<file path="config.mk">
export PLATFORM = sky130hd
export DESIGN_NAME = i2c_addr_matcher
export DESIGN_NICKNAME = d
export VERILOG_FILES = /design/src/rtl/i2c_addr_matcher.sv
export SDC_FILE = /design/constraint.sdc
export NUM_CORES = 1
export LEC_CHECK = 0
export ABC_AREA = 1
export CAP_MARGIN = 20
export CORE_UTILIZATION = 50
export DETAILED_ROUTE_END_ITERATION = 6
export PLACE_DENSITY = 0.84
export SLEW_MARGIN = 25
export SYNTH_ARGS = -nofsm -noshare
export SYNTH_HDL_FRONTEND = slang
export SYNTH_SLANG_ARGS = --single-unit
</file>
<file path="constraint.sdc">
create_clock -name clk -period 2.4 [get_ports clk]
set_input_delay 0.72 -clock clk [delete_from_list [all_inputs] [get_ports clk]]
set_output_delay 0.72 -clock clk [all_outputs]
set_load 0.02 [all_outputs]
</file>
<file path="src/rtl/i2c_addr_matcher.sv">
// Passive I2C monitor: detects START/STOP, captures the address byte and flags match/NACK in the ACK slot.
// Latency: pin change to internal event SYNC_STAGES+1 clk; event to registered pulse/state update +1 clk.
// Backpressure: none, purely observational; every output is a registered pulse or registered status.
module i2c_addr_matcher #(
  parameter int unsigned            ADDR_WIDTH  = 7,
  parameter logic [ADDR_WIDTH-1:0]  MATCH_ADDR  = 7'h2A,
  parameter logic [ADDR_WIDTH-1:0]  ADDR_MASK   = 7'h7F,
  parameter int unsigned            RW_MODE     = 2,
  parameter int unsigned            SYNC_STAGES = 2
) (
  input  logic                  clk,
  input  logic                  reset,
  input  logic                  scl,
  input  logic                  sda,
  output logic                  start_det,
  output logic                  stop_det,
  output logic                  match,
  output logic                  nack,
  output logic                  rw,
  output logic [ADDR_WIDTH-1:0] addr_q,
  output logic [3:0]            bit_cnt,
  output logic [2:0]            state_o,
  output logic                  busy
);

  typedef enum logic [2:0] {
    ST_IDLE = 3'd0,
    ST_ADDR = 3'd1,
    ST_RW   = 3'd2,
    ST_ACK  = 3'd3,
    ST_SKIP = 3'd4
  } state_e;

  localparam logic [3:0] CNT_ADDR = 4'(ADDR_WIDTH);
  localparam logic [3:0] CNT_MAX  = 4'(ADDR_WIDTH + 2);

  logic [1:0]             rst_sync_q;
  logic                   rst;
  logic [SYNC_STAGES-1:0] scl_sync_q, sda_sync_q;
  logic                   scl_hist_q, sda_hist_q;
  logic                   scl_cur, sda_cur;
  logic                   scl_rise, scl_hi, start_ev, stop_ev;
  logic                   rise_q, start_q, stop_q, bit_q;

  state_e                 state_q, state_d;
  logic [ADDR_WIDTH-1:0]  addr_sh_q, addr_sh_d;
  logic [3:0]             cnt_q, cnt_d, cnt_inc;
  logic                   rw_bit_q, rw_bit_d;
  logic                   busy_q, busy_d;
  logic                   start_p_q, start_p_d, stop_p_q, stop_p_d;
  logic                   match_p_q, match_p_d, nack_p_q, nack_p_d;
  logic                   addr_ok, rw_ok;

  // Reset asserts immediately but releases two clocks later, aligned to clk.
  always_ff @(posedge clk or posedge reset) begin
    if (reset) rst_sync_q <= 2'b11;
    else       rst_sync_q <= {rst_sync_q[0], 1'b0};
  end
  assign rst = rst_sync_q[1];

  // Synchronisers plus history flop; idle-high reset so release never fakes an edge.
  always_ff @(posedge clk or posedge rst) begin
    if (rst) begin
      scl_sync_q <= '1;
      sda_sync_q <= '1;
      scl_hist_q <= 1'b1;
      sda_hist_q <= 1'b1;
    end else begin
      scl_sync_q <= {scl_sync_q[SYNC_STAGES-2:0], scl};
      sda_sync_q <= {sda_sync_q[SYNC_STAGES-2:0], sda};
      scl_hist_q <= scl_cur;
      sda_hist_q <= sda_cur;
    end
  end

  assign scl_cur  = scl_sync_q[SYNC_STAGES-1];
  assign sda_cur  = sda_sync_q[SYNC_STAGES-1];
  assign scl_rise = scl_cur & ~scl_hist_q;
  // Requiring SCL high in both samples makes a simultaneous SCL/SDA edge a data bit.
  assign scl_hi   = scl_cur & scl_hist_q;
  assign start_ev = scl_hi & sda_hist_q & ~sda_cur;
  assign stop_ev  = scl_hi & ~sda_hist_q & sda_cur;

  // Register the decoded bus events so the FSM sees one clean event per cycle.
  always_ff @(posedge clk or posedge rst) begin
    if (rst) begin
      rise_q  <= 1'b0;
      start_q <= 1'b0;
      stop_q  <= 1'b0;
      bit_q   <= 1'b0;
    end else begin
      rise_q  <= scl_rise;
      start_q <= start_ev;
      stop_q  <= stop_ev;
      bit_q   <= sda_cur;
    end
  end

  assign addr_ok = ((addr_sh_q ^ MATCH_ADDR) & ADDR_MASK) == '0;
  assign rw_ok   = (RW_MODE == 0) ? ~bit_q :
                   (RW_MODE == 1) ?  bit_q : 1'b1;
  assign cnt_inc = (cnt_q == CNT_MAX) ? cnt_q : cnt_q + 4'd1;

  // Frame FSM: START/STOP override everything, otherwise advance on SCL rising edges.
  always_comb begin
    state_d   = state_q;
    addr_sh_d = addr_sh_q;
    cnt_d     = cnt_q;
    rw_bit_d  = rw_bit_q;
    busy_d    = busy_q;
    start_p_d = 1'b0;
    stop_p_d  = 1'b0;
    match_p_d = 1'b0;
    nack_p_d  = 1'b0;
    if (start_q) begin
      start_p_d = 1'b1;
      cnt_d     = 4'd0;
      addr_sh_d = '0;
      busy_d    = 1'b1;
      state_d   = ST_ADDR;
    end else if (stop_q) begin
      stop_p_d  = 1'b1;
      cnt_d     = 4'd0;
      busy_d    = 1'b0;
      state_d   = ST_IDLE;
    end else if (rise_q) begin
      unique case (state_q)
        ST_ADDR: begin
          addr_sh_d = ADDR_WIDTH'({addr_sh_q, bit_q});
          cnt_d     = cnt_inc;
          if (cnt_q + 4'd1 == CNT_ADDR) state_d = ST_RW;
        end
        ST_RW: begin
          rw_bit_d = bit_q;
          cnt_d    = cnt_inc;
          state_d  = (addr_ok && rw_ok) ? ST_ACK : ST_SKIP;
        end
        ST_ACK: begin
          cnt_d     = cnt_inc;
          match_p_d = ~bit_q;
          nack_p_d  = bit_q;
          state_d   = ST_SKIP;
        end
        default: ;
      endcase
    end
  end

  // FSM state, captured fields and output pulses.
  always_ff @(posedge clk or posedge rst) begin
    if (rst) begin
      state_q   <= ST_IDLE;
      addr_sh_q <= '0;
      cnt_q     <= 4'd0;
      rw_bit_q  <= 1'b0;
      busy_q    <= 1'b0;
      start_p_q <= 1'b0;
      stop_p_q  <= 1'b0;
      match_p_q <= 1'b0;
      nack_p_q  <= 1'b0;
    end else begin
      state_q   <= state_d;
      addr_sh_q <= addr_sh_d;
      cnt_q     <= cnt_d;
      rw_bit_q  <= rw_bit_d;
      busy_q    <= busy_d;
      start_p_q <= start_p_d;
      stop_p_q  <= stop_p_d;
      match_p_q <= match_p_d;
      nack_p_q  <= nack_p_d;
    end
  end

  assign start_det = start_p_q;
  assign stop_det  = stop_p_q;
  assign match     = match_p_q;
  assign nack      = nack_p_q;
  assign rw        = rw_bit_q;
  assign addr_q    = addr_sh_q;
  assign bit_cnt   = cnt_q;
  assign state_o   = state_q;
  assign busy      = busy_q;

endmodule

</file>
# Yosys cells after proc, flatten, opt, wreduce, memory -nomap -nowiden
# Cells that the tools add are included.
dict set report op_classes {
  reduce_logical 12
  n_mux 28
  bitwise 13
  eq_ne 8
  addsub 1
}
# op n
set op_table {}
lappend op_table {{$mux W7} 4}
lappend op_table {{$mux W4} 5}
lappend op_table {{$mux W3} 5}
lappend op_table {{$mux W1} 13}
lappend op_table {{$pmux W3 S3} 1}
lappend op_table {{$reduce_and A3 Y1} 3}
lappend op_table {{$logic_not A7 Y1} 1}
lappend op_table {{$and A1 B1 Y1} 6}
lappend op_table {{$eq A3 B2 Y1 const B} 2}
lappend op_table {{$not A1 Y1} 6}
lappend op_table {{$reduce_bool A2 Y1} 3}
lappend op_table {{$reduce_bool A3 Y1} 2}
lappend op_table {{$reduce_bool A5 Y1} 1}
lappend op_table {{$add A4 B1 Y4 const B} 1}
lappend op_table {{$eq A4 B3 Y1 const B} 1}
lappend op_table {{$eq A4 B4 Y1 const B} 1}
lappend op_table {{$ne A4 B4 Y1 const B} 1}
lappend op_table {{$reduce_and A4 Y1} 1}
lappend op_table {{$eq A3 B1 Y1 const B} 1}
lappend op_table {{$ne A3 B3 Y1 const B} 1}
lappend op_table {{$not A3 Y3} 1}
lappend op_table {{$reduce_or A3 Y1} 1}
lappend op_table {{$ne A2 B2 Y1 const B} 1}
dict set report word_totals {
  elab_cells 80
  regBits 32
}

# Logic depth before layout (Yosys ltp)
dict set report logic_depth {
  depth_word 7
  mapped_depth 8
  ltp_nobuf 8
}

# Least setup slack after synthesis
# No wires, ideal clock.
dict set report synth_path {
  kind {register to register}
  from {reg cnt_q[0] (netlist: bit_cnt[0])}
  to {reg state_q[1] (netlist: state_o[1])}
  setup_slack_ns 1.048
  setup_ns 0.066
  path_stages_with_launch 9
  t_arrival_ns 1.286
  path_buffers 0
  required_ns 2.334
  cell_sequence {dfrtp_1 ha_1 inv_1 nand2_1 nand2_1 nand3_1 o21bai_2 nand2_1 nand2_1}
}
dict set report synth_via {
  elab_chain_len 4
}
# element line_no
set synth_lines {}
lappend synth_lines {{start, declared} 47} ;# logic [3:0] cnt_q, cnt_d, cnt_inc;
lappend synth_lines {{start signal, assigned} 164} ;# cnt_q <= cnt_d;
lappend synth_lines {{$add A4 B1 Y4} 131} ;# if (cnt_q + 4'd1 == CNT_ADDR) state_d = ST_RW;
lappend synth_lines {{$eq A4 B3 Y1} 131}
lappend synth_lines {{$ne A4 B4 Y1 (no source line)} --}
lappend synth_lines {{$reduce_and A3 Y1 (no source line)} --}
lappend synth_lines {{end signal, assigned} 162} ;# state_q <= state_d;
lappend synth_lines {{end, declared} 45} ;# state_e state_q, state_d;
# No other way between the ends.
# A chain may end at the register's enable or synchronous reset.

# Final worst setup path
dict set report layout_path {
  from {reg cnt_q[0] (netlist: bit_cnt[0])}
  to {out bit_cnt[0]}
}
# element line_no
set layout_rtl {}
lappend layout_rtl {{end, declared} 21} ;# output logic [3:0] bit_cnt,
# No word-level cell between the ends.

==> metrics <==
FF+latch count, synth=32; drt total wl=2700 um; Yosys top cell area share=41.2%; CTS Hold Bufs=0; pin count of the biggest net entering global routing=17; reg2reg setup slack=970 ps; Seq/Total Area, Yosys=55.7%; Ports=24; unrepaired setup endpoints after global routing=false; antenna violations before repair=0; fin crit period=2190 ps; vias in the first global route=1109; DIE HEIGHT=56.0 um; clock sinks=32; CP Data Required Time=1680 ps; Critical Path End Type=primary output; Slew Limit Headroom=61.1%; Buf+Inv Stages, Crit Path=1; cell family with most CP delay=buffers and inverters; layout cells sized above 1=15.5%; post-route clock period utilization=91.1%; Main synth FF type=dfrtp_1; HP Class=flop to async pin; Synth Net Count=169; EDFF count, synth=0; via count=1163; total congestion overflow=0; Synth-to-Final Area Change=22.4%; power density cells=958 mW/mm^2; largest cells by area after synthesis=dfrtp_1 41%, dfstp_2 14%, nand2_1 11%; Via-to-Cell Ratio=5.19; PortBufs=23; cell count after synthesis=162; post-synth top area cell=dfrtp_1; CTS buffer count=5; Final nets=199; post-detailed-placement half-perimeter wirelength=2110 um; R2R cell count=8; post-cts resize count=0; Worst Tran Pin Value=583 ps; H-Tree Level Count=2; Worst Skew=7.47 ps; CP cell instances=clkdlybuf4s50_1; critical path startpoint category=flop; Core ar.=0.00276 sq mm; number of buffers added for setup after CTS=0; Synth cell types=25; Initial Utilization=52.8%; Die W=56.0 um; Netlist Area Pre-Place=0.00146 sq mm; root buf cell=clkbuf_4; Setup CP Type=flop to primary output; P_leak=0.857 nW; Critical Path AT=1470 ps; Slowest-stage cell, CP=clkdlybuf4s50_1; max-cap violations=0; outcome=finished clean; Clk pin slew, worst setup/hold paths=100 ps; # setup viols final=0; Synth async-reset ratio=100%; average wire per standard cell=12.1 um; Syn Area/Cell=8.99 sq um; count leader, synth=nand2_1; fin. max-slew vios=0; row cnt=19; Peak VDD IR=0.000690 V; Reg-to-Reg End=state_o[2]$_DFFE_PP0P_; CP Max Fanout=9; Total Power=1.71 mW; CTS tree=yes; residual DRC count=0; Hold Fails Final Rpt=0; Achievable Freq=0.458 GHz; ANT cells=0; setup TNS=0 ps; CP max stage delay=650 ps; total track usage=19.9%; worst r2r src=bit_cnt[0]$_DFFE_PP0P_; Max Buffers Root-to-Sink=2; die footprint=0.00313 sq mm; Routed Antenna Nets=0; Yosys warning count=0; synth cell count leaders=43 x nand2_1, 24 x dfrtp_1, 21 x inv_1, 17 x nor2_1, 13 x nand3_1; drt pass-1 iters=4; Final Wtd Congestion=0.888; first-pass GRT wire length=4700 um; clk_lat worst skew=320 ps; starting DRC count in detailed routing=38
==> flip-flops by register name (all words and copies together), names as in the netlist <==
| name | flops |
|---|---|
| rise_q | 1 |
| sda_sync_q | 2 |
| state_o | 3 |
| rst_sync_q | 2 |
| start_q | 1 |
| bit_cnt | 4 |
| match | 1 |
| stop_det | 1 |
| scl_sync_q | 2 |
| stop_q | 1 |
| bit_q | 1 |
| scl_hist_q | 1 |
| busy | 1 |
| rw | 1 |
| nack | 1 |
| sda_hist_q | 1 |
| addr_q | 7 |
| start_det | 1 |
==> logic make-up (layout without fill, tap and decap cells) <==
logic type | count (synthesis) | count (layout) | synth area share [%]
simple gates | 89 | 89 | 29.6
flops | 32 | 32 | 55.7
buf+inv | 25 | 56 | 6.96
compound gates | 12 | 12 | 4.98
fa+ha+maj | 3 | 3 | 2.58
other cells | 1 | 1 | 0.257
==> layer usage <==
metal	part of all wire [%]	vias to the layer above	GRT usage, %
met5	0	-	0
met4	2.6	0	10.8
met1	40	552	22.4
li1	-	567	-
met3	3.3	12	4.88
met2	54	32	34.5
==> stage by stage <==
step	utilization, %	std cells	hold slack, ps	instance area (sq um)	setup slack, ps
finish	64.7	224	309	1780	215
floorplan	-	162	345	1460	1050
global route	64.7	224	370	1780	152
global placement	62.4	216	304	1720	592
CTS	64.7	224	342	1780	201
detailed placement	62.4	216	334	1720	567
==> layout make-up <==
cell class	count	area, sq um
Fill cell	244	975
Tap cell	31	38.8
Clock inverter	2	10.0
Timing Repair Buffer	24	238
Multi-Input combinational cell	105	544
Sequential cell	32	811
Clock buffer	6	51.3
Inverter	24	90.1
==> how the worst max path moves through the flow <==
stage | startpoint | end | slack, ps | depth (start not counted)
6_report | bit_cnt[0]$_DFFE_PP0P_ | bit_cnt[0] | 210 | 1
5_1_grt | bit_cnt[0]$_DFFE_PP0P_ | bit_cnt[0] | 150 | 1
4_1_cts | bit_cnt[0]$_DFFE_PP0P_ | bit_cnt[0] | 200 | 1
3_5_place_dp | bit_cnt[0]$_DFFE_PP0P_ | bit_cnt[0] | 570 | 1
3_3_place_gp | bit_cnt[0]$_DFFE_PP0P_ | bit_cnt[0] | 590 | 1
2_1_floorplan | bit_cnt[0]$_DFFE_PP0P_ | state_o[1]$_DFFE_PP0P_ | 1050 | 8
==> placed cells by master (no fill, tap or decap), drive strengths merged <==
cell and instances:
buf 1, o21ai 5, nand4 5, conb 1
nand3 14, nor2 22, inv 23, o31ai 1
ha 3, o21bai 1, clkbuf 6, nand2 45
nor3 3, clkinv 3, dfrtp 24, a21oi 5
dfstp 8, clkdlybuf4s50 23
==> where the power goes <==
| group | internal (mW) | switching [mW] |
|---|---|---|
| clock | 0.139 | 0.171 |
| sequential | 0.636 | 0.112 |
| combinational | 0.272 | 0.376 |
| total | 1.05 | 0.660 |
(Power assumes the default switching activity.)
